`src/rtl/spi_req_sequencer.sv`:
```
// Arbitrates NREQ frame requesters onto one SPI master and returns the shift-in word, with a watchdog abort.
// Define SPI_SEQ_FIXED_PRIO_EN for fixed lowest-index priority instead of round-robin.
module spi_req_sequencer #(
  parameter int WIDTH    = 24,
  parameter int NREQ     = 4,
  parameter int TO_W     = 8,
  parameter int READ_BIT = 23
) (
  input  logic                  n_rst,
  input  logic                  sclk,
  input  logic [NREQ-1:0]       req_valid_i,
  input  logic [NREQ*WIDTH-1:0] req_data_i,
  output logic [NREQ-1:0]       req_ready_o,
  output logic                  rsp_valid_o,
  output logic [2:0]            rsp_id_o,
  output logic [WIDTH-1:0]      rsp_data_o,
  output logic                  rsp_err_o,
  output logic [WIDTH-1:0]      spi_in_data_o,
  output logic                  spi_in_ena_o,
  input  logic                  spi_busy_i,
  input  logic [WIDTH-1:0]      spi_miso_reg_i,
  input  logic                  spi_miso_reg_ena_i,
  output logic                  active_o
);

  typedef enum logic [1:0] {IDLE, LOAD, XFER, DRAIN} state_t;

  state_t            state_q, state_d;
  logic [NREQ-1:0]   reqReady_q, reqReady_d;
  logic              rspValid_q, rspValid_d;
  logic [2:0]        rspId_q, rspId_d;
  logic [WIDTH-1:0]  rspData_q, rspData_d;
  logic              rspErr_q, rspErr_d;
  logic [WIDTH-1:0]  spiInData_q, spiInData_d;
  logic              spiInEna_q, spiInEna_d;
  logic              isRead_q, isRead_d;
  logic [TO_W-1:0]   wdCnt_q, wdCnt_d;

  logic [2:0]        grantIdx;
  logic              grantFound;
  logic [WIDTH-1:0]  grantData;
  logic              timeout;

  assign grantData = req_data_i[int'(grantIdx)*WIDTH +: WIDTH];
  assign timeout   = (wdCnt_q == {TO_W{1'b1}});

`ifdef SPI_SEQ_FIXED_PRIO_EN
  always_comb begin
    grantFound = 1'b0;
    grantIdx   = 3'd0;
    for (int i = NREQ - 1; i >= 0; i--) begin
      if (req_valid_i[i]) begin
        grantFound = 1'b1;
        grantIdx   = 3'(i);
      end
    end
  end
`else
  logic [2:0] lastGrant_q, lastGrant_d;
  logic       releaseGrant;
  int         rrIdx;

  // Scan from farthest to nearest so the nearest requester after the last grant wins.
  always_comb begin
    grantFound = 1'b0;
    grantIdx   = 3'd0;
    rrIdx      = 0;
    for (int k = NREQ; k >= 1; k--) begin
      rrIdx = int'(lastGrant_q) + k;
      if (rrIdx >= NREQ) rrIdx = rrIdx - NREQ;
      if (req_valid_i[rrIdx]) begin
        grantFound = 1'b1;
        grantIdx   = 3'(rrIdx);
      end
    end
  end

  assign releaseGrant = (state_q != IDLE) && (state_d == IDLE);
  assign lastGrant_d  = releaseGrant ? rspId_q : lastGrant_q;

  always_ff @(posedge sclk or negedge n_rst) begin
    if (!n_rst) lastGrant_q <= 3'(NREQ - 1);
    else        lastGrant_q <= lastGrant_d;
  end
`endif

  always_comb begin
    state_d     = state_q;
    reqReady_d  = '0;
    rspValid_d  = 1'b0;
    rspId_d     = rspId_q;
    rspData_d   = rspData_q;
    rspErr_d    = rspErr_q;
    spiInData_d = spiInData_q;
    spiInEna_d  = spiInEna_q;
    isRead_d    = isRead_q;
    wdCnt_d     = wdCnt_q + 1'b1;
    case (state_q)
      IDLE: begin
        wdCnt_d = '0;
        if (grantFound && !spi_busy_i) begin
          reqReady_d  = {{(NREQ-1){1'b0}}, 1'b1} << grantIdx;
          spiInData_d = grantData;
          isRead_d    = grantData[READ_BIT];
          rspId_d     = grantIdx;
          spiInEna_d  = 1'b1;
          state_d     = LOAD;
        end
      end
      LOAD: begin
        if (spi_busy_i) begin
          spiInEna_d = 1'b0;
          wdCnt_d    = '0;
          state_d    = XFER;
        end else if (timeout) begin
          spiInEna_d = 1'b0;
          rspValid_d = 1'b1;
          rspErr_d   = 1'b1;
          rspData_d  = '0;
          wdCnt_d    = '0;
          state_d    = IDLE;
        end
      end
      XFER: begin
        // A completing frame takes precedence over a watchdog expiry in the same cycle.
        if (spi_miso_reg_ena_i) begin
          rspValid_d = 1'b1;
          rspErr_d   = 1'b0;
          rspData_d  = isRead_q ? spi_miso_reg_i : '0;
          wdCnt_d    = '0;
          state_d    = DRAIN;
        end else if (timeout) begin
          spiInEna_d = 1'b0;
          rspValid_d = 1'b1;
          rspErr_d   = 1'b1;
          rspData_d  = '0;
          wdCnt_d    = '0;
          state_d    = IDLE;
        end
      end
      DRAIN: begin
        if (!spi_busy_i || timeout) begin
          spiInEna_d = 1'b0;
          wdCnt_d    = '0;
          state_d    = IDLE;
        end
      end
      default: begin
        state_d = IDLE;
      end
    endcase
  end

  always_ff @(posedge sclk or negedge n_rst) begin
    if (!n_rst) begin
      state_q     <= IDLE;
      reqReady_q  <= '0;
      rspValid_q  <= 1'b0;
      rspId_q     <= 3'd0;
      rspData_q   <= '0;
      rspErr_q    <= 1'b0;
      spiInData_q <= '0;
      spiInEna_q  <= 1'b0;
      isRead_q    <= 1'b0;
      wdCnt_q     <= '0;
    end else begin
      state_q     <= state_d;
      reqReady_q  <= reqReady_d;
      rspValid_q  <= rspValid_d;
      rspId_q     <= rspId_d;
      rspData_q   <= rspData_d;
      rspErr_q    <= rspErr_d;
      spiInData_q <= spiInData_d;
      spiInEna_q  <= spiInEna_d;
      isRead_q    <= isRead_d;
      wdCnt_q     <= wdCnt_d;
    end
  end

  assign req_ready_o   = reqReady_q;
  assign rsp_valid_o   = rspValid_q;
  assign rsp_id_o      = rspId_q;
  assign rsp_data_o    = rspData_q;
  assign rsp_err_o     = rspErr_q;
  assign spi_in_data_o = spiInData_q;
  assign spi_in_ena_o  = spiInEna_q;
  assign active_o      = (state_q != IDLE);

endmodule

```
`config.mk`:
```
export PLATFORM = sky130hd
export DESIGN_NAME = spi_req_sequencer
export DESIGN_NICKNAME = d
export VERILOG_FILES = /design/src/rtl/spi_req_sequencer.sv
export SDC_FILE = /design/constraint.sdc
export NUM_CORES = 1
export LEC_CHECK = 0
export CORE_AREA = 2 2 119 98
export DETAILED_ROUTE_END_ITERATION = 16
export DIE_AREA = 0 0 121 100
export GPL_TIMING_DRIVEN = 0
export PLACE_DENSITY = 0.75
export SYNTH_ARGS = -nofsm -noshare
export SYNTH_HDL_FRONTEND = slang
export SYNTH_SLANG_ARGS = --single-unit
export TNS_END_PERCENT = 10
```
`constraint.sdc`:
```
create_clock -name sclk -period 2.7 [get_ports sclk]
set_clock_uncertainty 0.1 [all_clocks]
set_input_delay 0.27 -clock sclk [delete_from_list [all_inputs] [get_ports sclk]]
set_output_delay 0.27 -clock sclk [all_outputs]
set_load 0.01 [all_outputs]
```
==> run_results.csv, run 1 <==
group,metric,value,unit
flow_run,maxCapViolations,0,
power_and_ir_drop,clkPwrFrac,0.171,
power_and_ir_drop,switchingPower,0.00313,W
clocking,clockBufferDepth,2,
floorplan,coreArea,11100,sq um
power_and_ir_drop,cellPowerDensity,1190,nW/um^2
status,violations,"negative setup slack",
logic_synthesis,ys_ff_latch,71,
place,post-dp-hpwl,10000,um
finish,final_nets,774,
worst_setup_path,start_kind,"register",
detailed_routing,routed_wirelength,13500,um
grt,grt_pass1_wl,21500,um
detailed_routing,wl_per_cell,17.0,um
finish,area_delta_synth_final,70.5,%
finish,drive_gt1_frac,0.151,
logic_synthesis,yosysWarningCount,0,
logic_synthesis,synth-edff-count,0,
grt,grt_pass1_vias,4311,
power_and_ir_drop,combPwrFrac,0.607,
finish,final_core_util,0.607,
grt,grt_use_met3,0.0619,
power_and_ir_drop,pwr-share-seq,0.222,
logic_synthesis,synth_async_sr_flop_share,1.00,
sta,min_period,2.84,ns
logic_synthesis,synthDistinctLibCells,43,
floorplan,ios,187,
clocking,cts_sinks,71,
worst_hold_path,hold_path_class,"register to register",
grt,grt.total_usage,0.228,
grt,busiest_layer,"met2",
sta,hold_viol,0,
sta,finalSetupViolCount,32,
status,status,"finished with violations",
sta,worst_slew_pin_slew,0.543,ns
place,routabilityCongestion,0.869,
floorplan,die_area,12100,sq um
floorplan,fp-row-count,35,
logic_synthesis,syn_area_per_cell,9.26,sq um
clocking,cts_root_buffer,"clkbuf_16",
grt,grt_overflow,0,
power_and_ir_drop,peakVddDrop,484,uV
floorplan,initial_core_util,0.356,
place,placedCellCount,760,
logic_synthesis,syn_nets,562,
floorplan,die_height,100,um
detailed_routing,drt_first_pass_iters,5,
detailed_routing,first_iter_violations,310,
detailed_routing,viasPerCell,5.28,
logic_synthesis,synth_cells,426,
clocking,insertion_delay,0.32,ns
clocking,cts_tree,"yes",
sta,slew_headroom,0.637,
finish,stdcell_count,791,
worst_setup_path,endpoint_kind,"register",
grt,antenna_found_initial,0,
sta,slew_violations,0,
logic_synthesis,syn_area,3950,sq um
detailed_routing,via_count,4177,
sta,setup_ws,-0.144,ns
finish,multi_input_area,2060,sq um
clocking,clk_pin_slew,0.06,ns
logic_synthesis,ys.flop_type,"dfrtp_1",
worst_setup_path,crit_arrival,2.99,ns
grt,met2_usage,0.393,
detailed_routing,drc,0,
place,io_buffers,185,
clocking,cts_buffers,9,
finish,nFillCells,942,
power_and_ir_drop,p_leak,2.89,nW
worst_setup_path,critPathMaxFanout,3,
worst_setup_path,path_class,"register to register",
logic_synthesis,seq_area_frac_synth,0.451,
worst_setup_path,cp.required,2.85,ns
clocking,cts-htree-levels,3,
grt,met1_usage,0.275,
detailed_routing,antenna_left,0,
finish,register_area,1780,sq um
sta,finalCritPeriodShare,1.05,
sta,rsz0062_at_grt,"true",
power_and_ir_drop,p_sw_frac,0.391,
power_and_ir_drop,p_int,0.00488,W
sta,timing.fmax,352,MHz
grt,grt_max_degree,72,
floorplan,die_x,121,um
finish,antennaDiodeCount,0,
-- repair_timing --
| item | 4_1_cts | 5_1_grt |
|---|---|---|
| hold buffers | 1 | 0 |
| setup endpoints to repair | 34 | 55 |
| setup buffers | 9 | 6 |
| pin swaps | 7 | 12 |
| hold endpoints to repair | 69 | 0 |
| cloned | 1 | 1 |
| resized for setup | 40 | 18 |
-- flip-flops by register name, indices dropped and copies added (netlist names) --
| name | cells |
|---|---|
| state_q | 2 |
| rsp_valid_o | 1 |
| spi_in_data_o | 24 |
| lastGrant_q | 3 |
| spi_in_ena_o | 1 |
| rsp_err_o | 1 |
| rsp_id_o | 3 |
| wdCnt_q | 8 |
| req_ready_o | 4 |
| rsp_data_o | 24 |
-- final timing paths --
path | to | cells past startpoint | startpoint | slack (ns)
setup reg to reg | lastGrant_q[1] | 9 | lastGrant_q[0] | -0.14
hold / removal | spi_in_data_o[13] | 1 | spi_in_data_o[13] | 0.39
setup / recovery | lastGrant_q[1] | 9 | lastGrant_q[0] | -0.14
max in group asynchronous | lastGrant_q[1] | 3 | n_rst | 1.79
hold reg to reg | spi_in_data_o[13] | 1 | spi_in_data_o[13] | 0.39
min in group asynchronous | req_ready_o[0] | 3 | n_rst | 0.40
-- cell families after synthesis --
kind of cell             Yosys count  share of synthesized area
AND/OR/NAND/NOR                  202                      0.241
AO/OA/AOI/OAI                     87                      0.180
multiplexers                       7                     0.0314
adder cells (fa/ha/maj)            8                     0.0254
XOR/XNOR                           6                     0.0133
flip-flops                        71                      0.451
buffers and inverters             45                     0.0580
-- critical path, stage by stage (launching register included) --
cell and delay, ns:
dfstp_2 0.56, buf_8 0.11, inv_4 0.03, ha_4 0.27, mux4_2 0.55, nor4_4 0.22
or2_1 0.18, nand4_1 0.15, a21oi_4 0.22, mux2_1 0.36
-- layout make-up --
type	count	share of cell area
well taps	148	0.0275
multi-input cells	310	0.306
flip-flops and latches	71	0.264
clock buffers	10	0.0355
clock inverters	6	0.0160
repair buffers	204	0.307
plain buffers	31	0.0370
inverters	11	0.00651
-- cells in the final DEF (no fill, tap or decap), types with 3 or more instances in the layout --
cell type | synthesis | routed
buf_12 | 1 | 4
ha_1 | 8 | 7
nor2_1 | 17 | 17
clkdlybuf4s50_1 | 0 | 184
buf_4 | 1 | 16
mux4_2 | 4 | 4
nand2_1 | 106 | 106
o211ai_1 | 5 | 5
a32o_1 | 24 | 24
a21oi_1 | 8 | 7
clkbuf_4 | 0 | 5
o21ai_0 | 11 | 9
and2_1 | 6 | 6
inv_1 | 11 | 9
dfrtp_1 | 69 | 69
clkbuf_1 | 20 | 4
nand3_1 | 44 | 44
xor2_1 | 3 | 3
clkbuf_16 | 0 | 10
xnor2_1 | 3 | 3
buf_6 | 4 | 4
nor2b_1 | 4 | 4
nand3_2 | 10 | 10
a22o_1 | 25 | 25
and3_4 | 0 | 3
buf_8 | 0 | 4
clkbuf_2 | 0 | 10
bufinv_16 | 0 | 3
-- through the flow --
| stage | TNS, ns | cell area [sq um] | total power [W] | setup slack, ns | hold slack, ns |
|---|---|---|---|---|---|
| finish | -1.56 | 6730 | 0.00801 | -0.144 | 0.389 |
| global route | -4.43 | 6730 | 0.00854 | -0.237 | 0.397 |
| CTS | -5.34 | 6610 | 0.00777 | -0.261 | 0.394 |
| detailed placement | -16.94 | 6030 | 0.00602 | -0.640 | 0.215 |
| global placement | -99.95 | 6010 | 0.00588 | -1.22 | 0.374 |
| floorplan | -0.179 | 3970 | 0.00429 | -0.0855 | -0.126 |
-- metal layers --
layer,wire (um),share of wire
met1,5420,0.40
met2,6790,0.50
met3,942,0.070
met4,323,0.024
met5,0,0
-- power groups by stage --
stage	logic [W]	registers, W	clock network (W)
3_5_place_dp	0.00424	0.00178	0
2_1_floorplan	0.00237	0.00191	0
5_1_grt	0.00526	0.00183	0.00145
6_report	0.00486	0.00178	0.00137
3_3_place_gp	0.00412	0.00176	0
4_1_cts	0.00460	0.00177	0.00140
-- cells in the mapped netlist (3+ instances only) --
| library cell | count | area [sq um] |
|---|---|---|
| a32o_1 | 24 | 240 |
| dfrtp_1 | 69 | 1730 |
| mux4_2 | 4 | 90.1 |
| nor2_1 | 17 | 63.8 |
| nand3_1 | 44 | 220 |
| o211ai_1 | 5 | 37.5 |
| xnor2_1 | 3 | 26.3 |
| a22o_1 | 25 | 219 |
| ha_1 | 8 | 100 |
| and2_1 | 6 | 37.5 |
| mux2_1 | 3 | 33.8 |
| buf_2 | 8 | 40.0 |
| nand3_2 | 10 | 100 |
| o21ai_0 | 11 | 55.1 |
| a31oi_1 | 3 | 18.8 |
| xor2_1 | 3 | 26.3 |
| inv_1 | 11 | 41.3 |
| buf_6 | 4 | 45.0 |
| nand2_1 | 106 | 398 |
| clkbuf_1 | 20 | 75.1 |
| nor2b_1 | 4 | 25.0 |
| and3_1 | 5 | 31.3 |
| a21oi_1 | 8 | 40.0 |
Power figures use the tool's default switching activity.
==> inputs of run 2 (changes only) <==
--- a/config.mk
+++ b/config.mk
@@ -5,11 +5,13 @@
 export SDC_FILE = /design/constraint.sdc
 export NUM_CORES = 1
 export LEC_CHECK = 0
+export ABC_AREA = 0
 export CORE_AREA = 2 2 119 98
 export DETAILED_ROUTE_END_ITERATION = 16
 export DIE_AREA = 0 0 121 100
 export GPL_TIMING_DRIVEN = 0
 export PLACE_DENSITY = 0.75
+export SLEW_MARGIN = 20
 export SYNTH_ARGS = -nofsm -noshare
 export SYNTH_HDL_FRONTEND = slang
 export SYNTH_SLANG_ARGS = --single-unit
==> run_results.csv, run 2 (synthesized netlist as in run 1, its figures left out) <==
group,metric,value,unit
status,status,"finished with violations",
status,violations,"negative setup slack",
worst_setup_path,r2r-end,"lastGrant_q[2]",
grt,grt.total_usage,0.225,
worst_setup_path,crit_arrival,2.99,ns
place,post-dp-hpwl,10100,um
worst_setup_path,path_class,"register to register",
grt,grt_pass1_vias,4274,
grt,grt_overflow,0,
finish,antennaDiodeCount,0,
sta,hold_viol,0,
clocking,cts_buffers,9,
sta,slew_violations,0,
clocking,clk_pin_slew,0.06,ns
clocking,cts_tree,"yes",
floorplan,fp-row-count,35,
detailed_routing,routed_wirelength,13300,um
detailed_routing,via_count,4099,
sta,worst_slew_pin_slew,0.519,ns
place,routabilityCongestion,0.869,
place,io_buffers,185,
clocking,insertion_delay,0.34,ns
sta,setup_ws,-0.164,ns
detailed_routing,drc,0,
detailed_routing,drt_first_pass_iters,4,
sta,finalCritPeriodShare,1.06,
floorplan,initial_core_util,0.356,
detailed_routing,first_iter_violations,317,
grt,grt_pass1_wl,21500,um
finish,nFillCells,947,
worst_setup_path,endpoint_kind,"register",
clocking,cts-htree-levels,3,
worst_setup_path,startpoint,"lastGrant_q[0]",
place,dpl_cell_area,6030,sq um
worst_setup_path,reg2reg_depth,9,
finish,drive_gt1_frac,0.151,
worst_setup_path,rrSetupSlack,-0.16,ns
floorplan,die_height,100,um
worst_setup_path,start_kind,"register",
detailed_routing,wl_per_cell,16.8,um
sta,rsz0062_at_grt,"true",
power_and_ir_drop,cellPowerDensity,1170,nW/um^2
worst_setup_path,r2r-start,"lastGrant_q[0]",
sta,timing.fmax,349,MHz
worst_setup_path,cp.required,2.82,ns
finish,final_nets,773,
detailed_routing,viasPerCell,5.19,
clocking,clockBufferDepth,2,
finish,layout_commonest_cell,"clkdlybuf4s50_1",
sta,slew_headroom,0.653,
finish,final_cell_mix,"184 x clkdlybuf4s50_1, 106 x nand2_1, 69 x dfrtp_1, 44 x nand3_1, 25 x a22o_1",
finish,area_delta_synth_final,68.2,%
floorplan,ios,187,
worst_hold_path,hold_path_class,"input pin to async pin",
clocking,cts_sinks,71,
grt,antenna_found_initial,0,
sta,min_period,2.86,ns
detailed_routing,antenna_left,0,
sta,finalSetupViolCount,29,
sta,whs,0.338,ns
flow_run,maxCapViolations,0,
grt,grt_max_degree,37,
floorplan,die_x,121,um
worst_setup_path,critPathMaxFanout,4,
clocking,cts_root_buffer,"clkbuf_16",
power_and_ir_drop,peakVddDrop,504,uV
floorplan,die_area,12100,sq um
floorplan,coreArea,11100,sq um
power_and_ir_drop,p_leak,2.85,nW
finish,finish.instance_area,6640,sq um
==> run 2: cell count changes in the layout (fill, tap and decap cells not counted), moves of 2 or more <==
cell and change:
buf_6 +2, buf_8 -3, bufinv_16 -2, clkinvlp_4 +2
==> run 2: power breakdown <==
part	total (W)	leakage, nW	switching (W)	internal, W
registers	0.00178	0.918	0.000271	0.00151
logic	0.00478	1.79	0.00237	0.00241
clock network	0.00119	0.138	0.000475	0.000715
total	0.00775	2.85	0.00312	0.00463
==> run 2: critical path, stage by stage (launching register included) <==
cell and delay [ns]:
dfstp_2 0.56, buf_8 0.11, inv_4 0.03, ha_4 0.28
mux4_2 0.56, nor4_4 0.21, or2_1 0.20, nand4_1 0.16
a21oi_4 0.22, mux2_4 0.31
==> run 2: repair_timing <==
action,CTS,global route
resized for setup,36,21
endpoints found under the setup margin,34,55
setup buffers,6,8
cloned,0,1
endpoints found under the hold margin,33,0
pin swaps,7,7
hold buffers,1,0
==> run 2: cell type report <==
class,instances,area (sq um),area share
clock inverter,7,71.3,0.0107
clock buffer,9,225,0.0339
multi-input combinational,310,2050,0.310
inverter,11,43.8,0.00660
tap,148,185,0.0279
timing repair buffer,202,2030,0.305
sequential,71,1780,0.268
buffer,32,253,0.0381
==> run 2: routing by layer <==
metal,GRT usage,part of all wire,up-vias
li1,-,-,1941
met1,0.284,0.41,1976
met2,0.378,0.50,148
met3,0.0568,0.066,34
met4,0.0742,0.021,0
met5,0,0,-
==> run 2: worst max-delay path by stage <==
stage	endpoint	slack (ns)	cells after the start
after floorplan	lastGrant_q[2]	-0.09	10
after global placement	rsp_data_o[15]	-1.22	1
after detailed placement	spi_in_data_o[0]	-0.64	11
after CTS	lastGrant_q[2]	-0.24	10
after global routing	lastGrant_q[2]	-0.25	9
final	lastGrant_q[2]	-0.16	9
==> run 2: through the flow <==
step            util  setup TNS [ns]  power [W]  setup WS [ns]  instances
5_1_grt        0.599           -4.35    0.00829         -0.254        790
4_1_cts        0.586           -3.17    0.00750         -0.245        782
3_3_place_gp   0.542          -99.95    0.00588          -1.22        759
6_report       0.599           -2.30    0.00775         -0.164        790
3_5_place_dp   0.544          -16.90    0.00601         -0.643        760
2_1_floorplan      -          -0.179    0.00429        -0.0855        426
==> inputs of run 3 (changes only) <==
--- a/config.mk
+++ b/config.mk
@@ -10,7 +10,7 @@
 export DETAILED_ROUTE_END_ITERATION = 16
 export DIE_AREA = 0 0 121 100
 export GPL_TIMING_DRIVEN = 0
-export PLACE_DENSITY = 0.75
+export PLACE_DENSITY = 0.73
 export SLEW_MARGIN = 20
 export SYNTH_ARGS = -nofsm -noshare
 export SYNTH_HDL_FRONTEND = slang
==> run_results.csv, run 3 (synthesized netlist as in run 1, its figures left out) <==
group,metric,value,unit
floorplan,coreArea,11100,sq um
sta,slew_headroom,0.597,
clocking,cts_buffers,9,
status,status,"finished with violations",
floorplan,die_height,100,um
grt,grt_max_degree,59,
power_and_ir_drop,p_leak,2.78,nW
grt,grt_pass1_vias,4269,
worst_setup_path,start_kind,"register",
clocking,cts-htree-levels,3,
clocking,clk_pin_slew,0.06,ns
clocking,cts_tree,"yes",
sta,finalSetupTns,-4.65,ns
power_and_ir_drop,power,0.00742,W
finish,area_delta_synth_final,65.4,%
grt,grt_overflow,0,
worst_setup_path,endpoint_kind,"register",
detailed_routing,drc,0,
detailed_routing,routed_wirelength,13300,um
sta,finalSetupViolCount,32,
floorplan,die_area,12100,sq um
power_and_ir_drop,combPwrFrac,0.610,
detailed_routing,via_count,4107,
place,placedCellCount,760,
finish,antennaDiodeCount,0,
sta,worst_slew_pin_slew,0.601,ns
power_and_ir_drop,clkPwrFrac,0.150,
finish,drive_gt1_frac,0.132,
clocking,insertion_delay,0.33,ns
finish,final_cell_mix,"184 x clkdlybuf4s50_1, 106 x nand2_1, 69 x dfrtp_1, 44 x nand3_1, 25 x a22o_1",
place,dpl_cell_area,6030,sq um
worst_hold_path,hold_path_class,"input pin to async pin",
power_and_ir_drop,switchingPower,0.00302,W
clocking,cts_sinks,71,
power_and_ir_drop,peakVddDrop,414,uV
worst_setup_path,path_class,"register to register",
worst_setup_path,cp.required,2.86,ns
finish,stdcell_count,785,
grt,grt.total_usage,0.224,
finish,finish.instance_area,6530,sq um
place,routabilityCongestion,0.848,
sta,rsz0062_at_grt,"true",
power_and_ir_drop,p_sw_frac,0.407,
status,violations,"negative setup slack",
power_and_ir_drop,p_int,0.00440,W
detailed_routing,wl_per_cell,16.9,um
sta,setup_ws,-0.207,ns
sta,finalCritPeriodShare,1.08,
grt,grt_pass1_wl,21400,um
sta,slew_violations,0,
worst_setup_path,critPathMaxFanout,5,
detailed_routing,antenna_left,0,
detailed_routing,drt_first_pass_iters,4,
finish,layout_commonest_cell,"clkdlybuf4s50_1",
sta,hold_viol,0,
clocking,clockBufferDepth,2,
flow_run,maxCapViolations,0,
finish,final_nets,768,
power_and_ir_drop,pwr-share-seq,0.240,
floorplan,fp-row-count,35,
place,io_buffers,185,
sta,min_period,2.91,ns
place,post-dp-hpwl,10100,um
detailed_routing,viasPerCell,5.23,
floorplan,initial_core_util,0.356,
clocking,cts_root_buffer,"clkbuf_16",
floorplan,die_x,121,um
detailed_routing,first_iter_violations,248,
power_and_ir_drop,cellPowerDensity,1140,nW/um^2
worst_setup_path,crit_arrival,3.07,ns
floorplan,ios,187,
sta,timing.fmax,344,MHz
grt,antenna_found_initial,0,
worst_setup_path,rrSetupSlack,-0.21,ns
-- run 3: cell types whose count changed in the layout (fill, tap and decap cells not counted), moves of 2 or more --
cell and change:
clkbuf_2 -3, clkbuf_1 +7, clkbuf_4 -3, buf_12 -3, a221oi_2 +2, a221oi_4 -2, clkbuf_8 +2, buf_4 -7
-- run 3: cell type report --
class / count / area [sq um]
plain buffers: 32 / 226
fillers: 981 / 4550
well taps: 148 / 185
clock buffers: 11 / 253
flip-flops and latches: 71 / 1780
clock inverters: 5 / 32.5
inverters: 11 / 43.8
repair buffers: 197 / 1990
multi-input cells: 310 / 2020
-- run 3: worst max-delay path, cell delays in order (launching register included) --
cell	delay (ns)
dfstp_2	0.57
buf_8	0.11
inv_4	0.03
ha_4	0.27
mux4_2	0.55
buf_6	0.15
a21oi_2	0.09
nand4_1	0.18
a31oi_4	0.31
buf_6	0.17
buf_6	0.12
and3_4	0.19
-- run 3: stage by stage --
| stage | setup slack [ns] | utilization | hold slack (ns) |
|---|---|---|---|
| 5_1_grt | -0.299 | 0.589 | 0.273 |
| 4_1_cts | -0.260 | 0.584 | 0.249 |
| 2_1_floorplan | -0.0855 | - | -0.126 |
| 6_report | -0.207 | 0.589 | 0.243 |
| 3_5_place_dp | -0.556 | 0.545 | 0.0420 |
| 3_3_place_gp | -1.19 | 0.542 | 0.375 |
-- run 3: repair_timing --
item                                    CTS  global route
endpoints found under the hold margin    13             0
cloned                                    0             1
resized for setup                        26            10
buffers inserted                          9             0
endpoints found under the setup margin   34            55
hold buffers                              1             0
pin swaps                                 5             7
-- run 3: path summary, 6_finish.rpt --
path	from	end	cells after the start
worst max-delay path	lastGrant_q[0]	req_ready_o[2]	11
min in group sclk	spi_in_data_o[12]	spi_in_data_o[12]	1
worst min-delay path	n_rst	req_ready_o[2]	2
max in group asynchronous	n_rst	spi_in_data_o[14]	3
worst min register to register	spi_in_data_o[12]	spi_in_data_o[12]	1
worst max register to register	lastGrant_q[0]	req_ready_o[2]	11
-- run 3: layer usage --
layer | wire length, um | share of wire | GRT usage
met1 | 5530 | 0.42 | 0.273
met3 | 843 | 0.063 | 0.0574
met2 | 6750 | 0.51 | 0.400
met4 | 177 | 0.013 | 0.0492
met5 | 0 | 0 | 0
-- run 3: power groups by stage --
stage / sequential, W / clock, W / combinational, W
final: 0.00178 / 0.00111 / 0.00453
after global routing: 0.00183 / 0.00118 / 0.00493
after CTS: 0.00177 / 0.00113 / 0.00445
after detailed placement: 0.00177 / 0 / 0.00424
after global placement: 0.00175 / 0 / 0.00413
after floorplan: 0.00191 / 0 / 0.00237
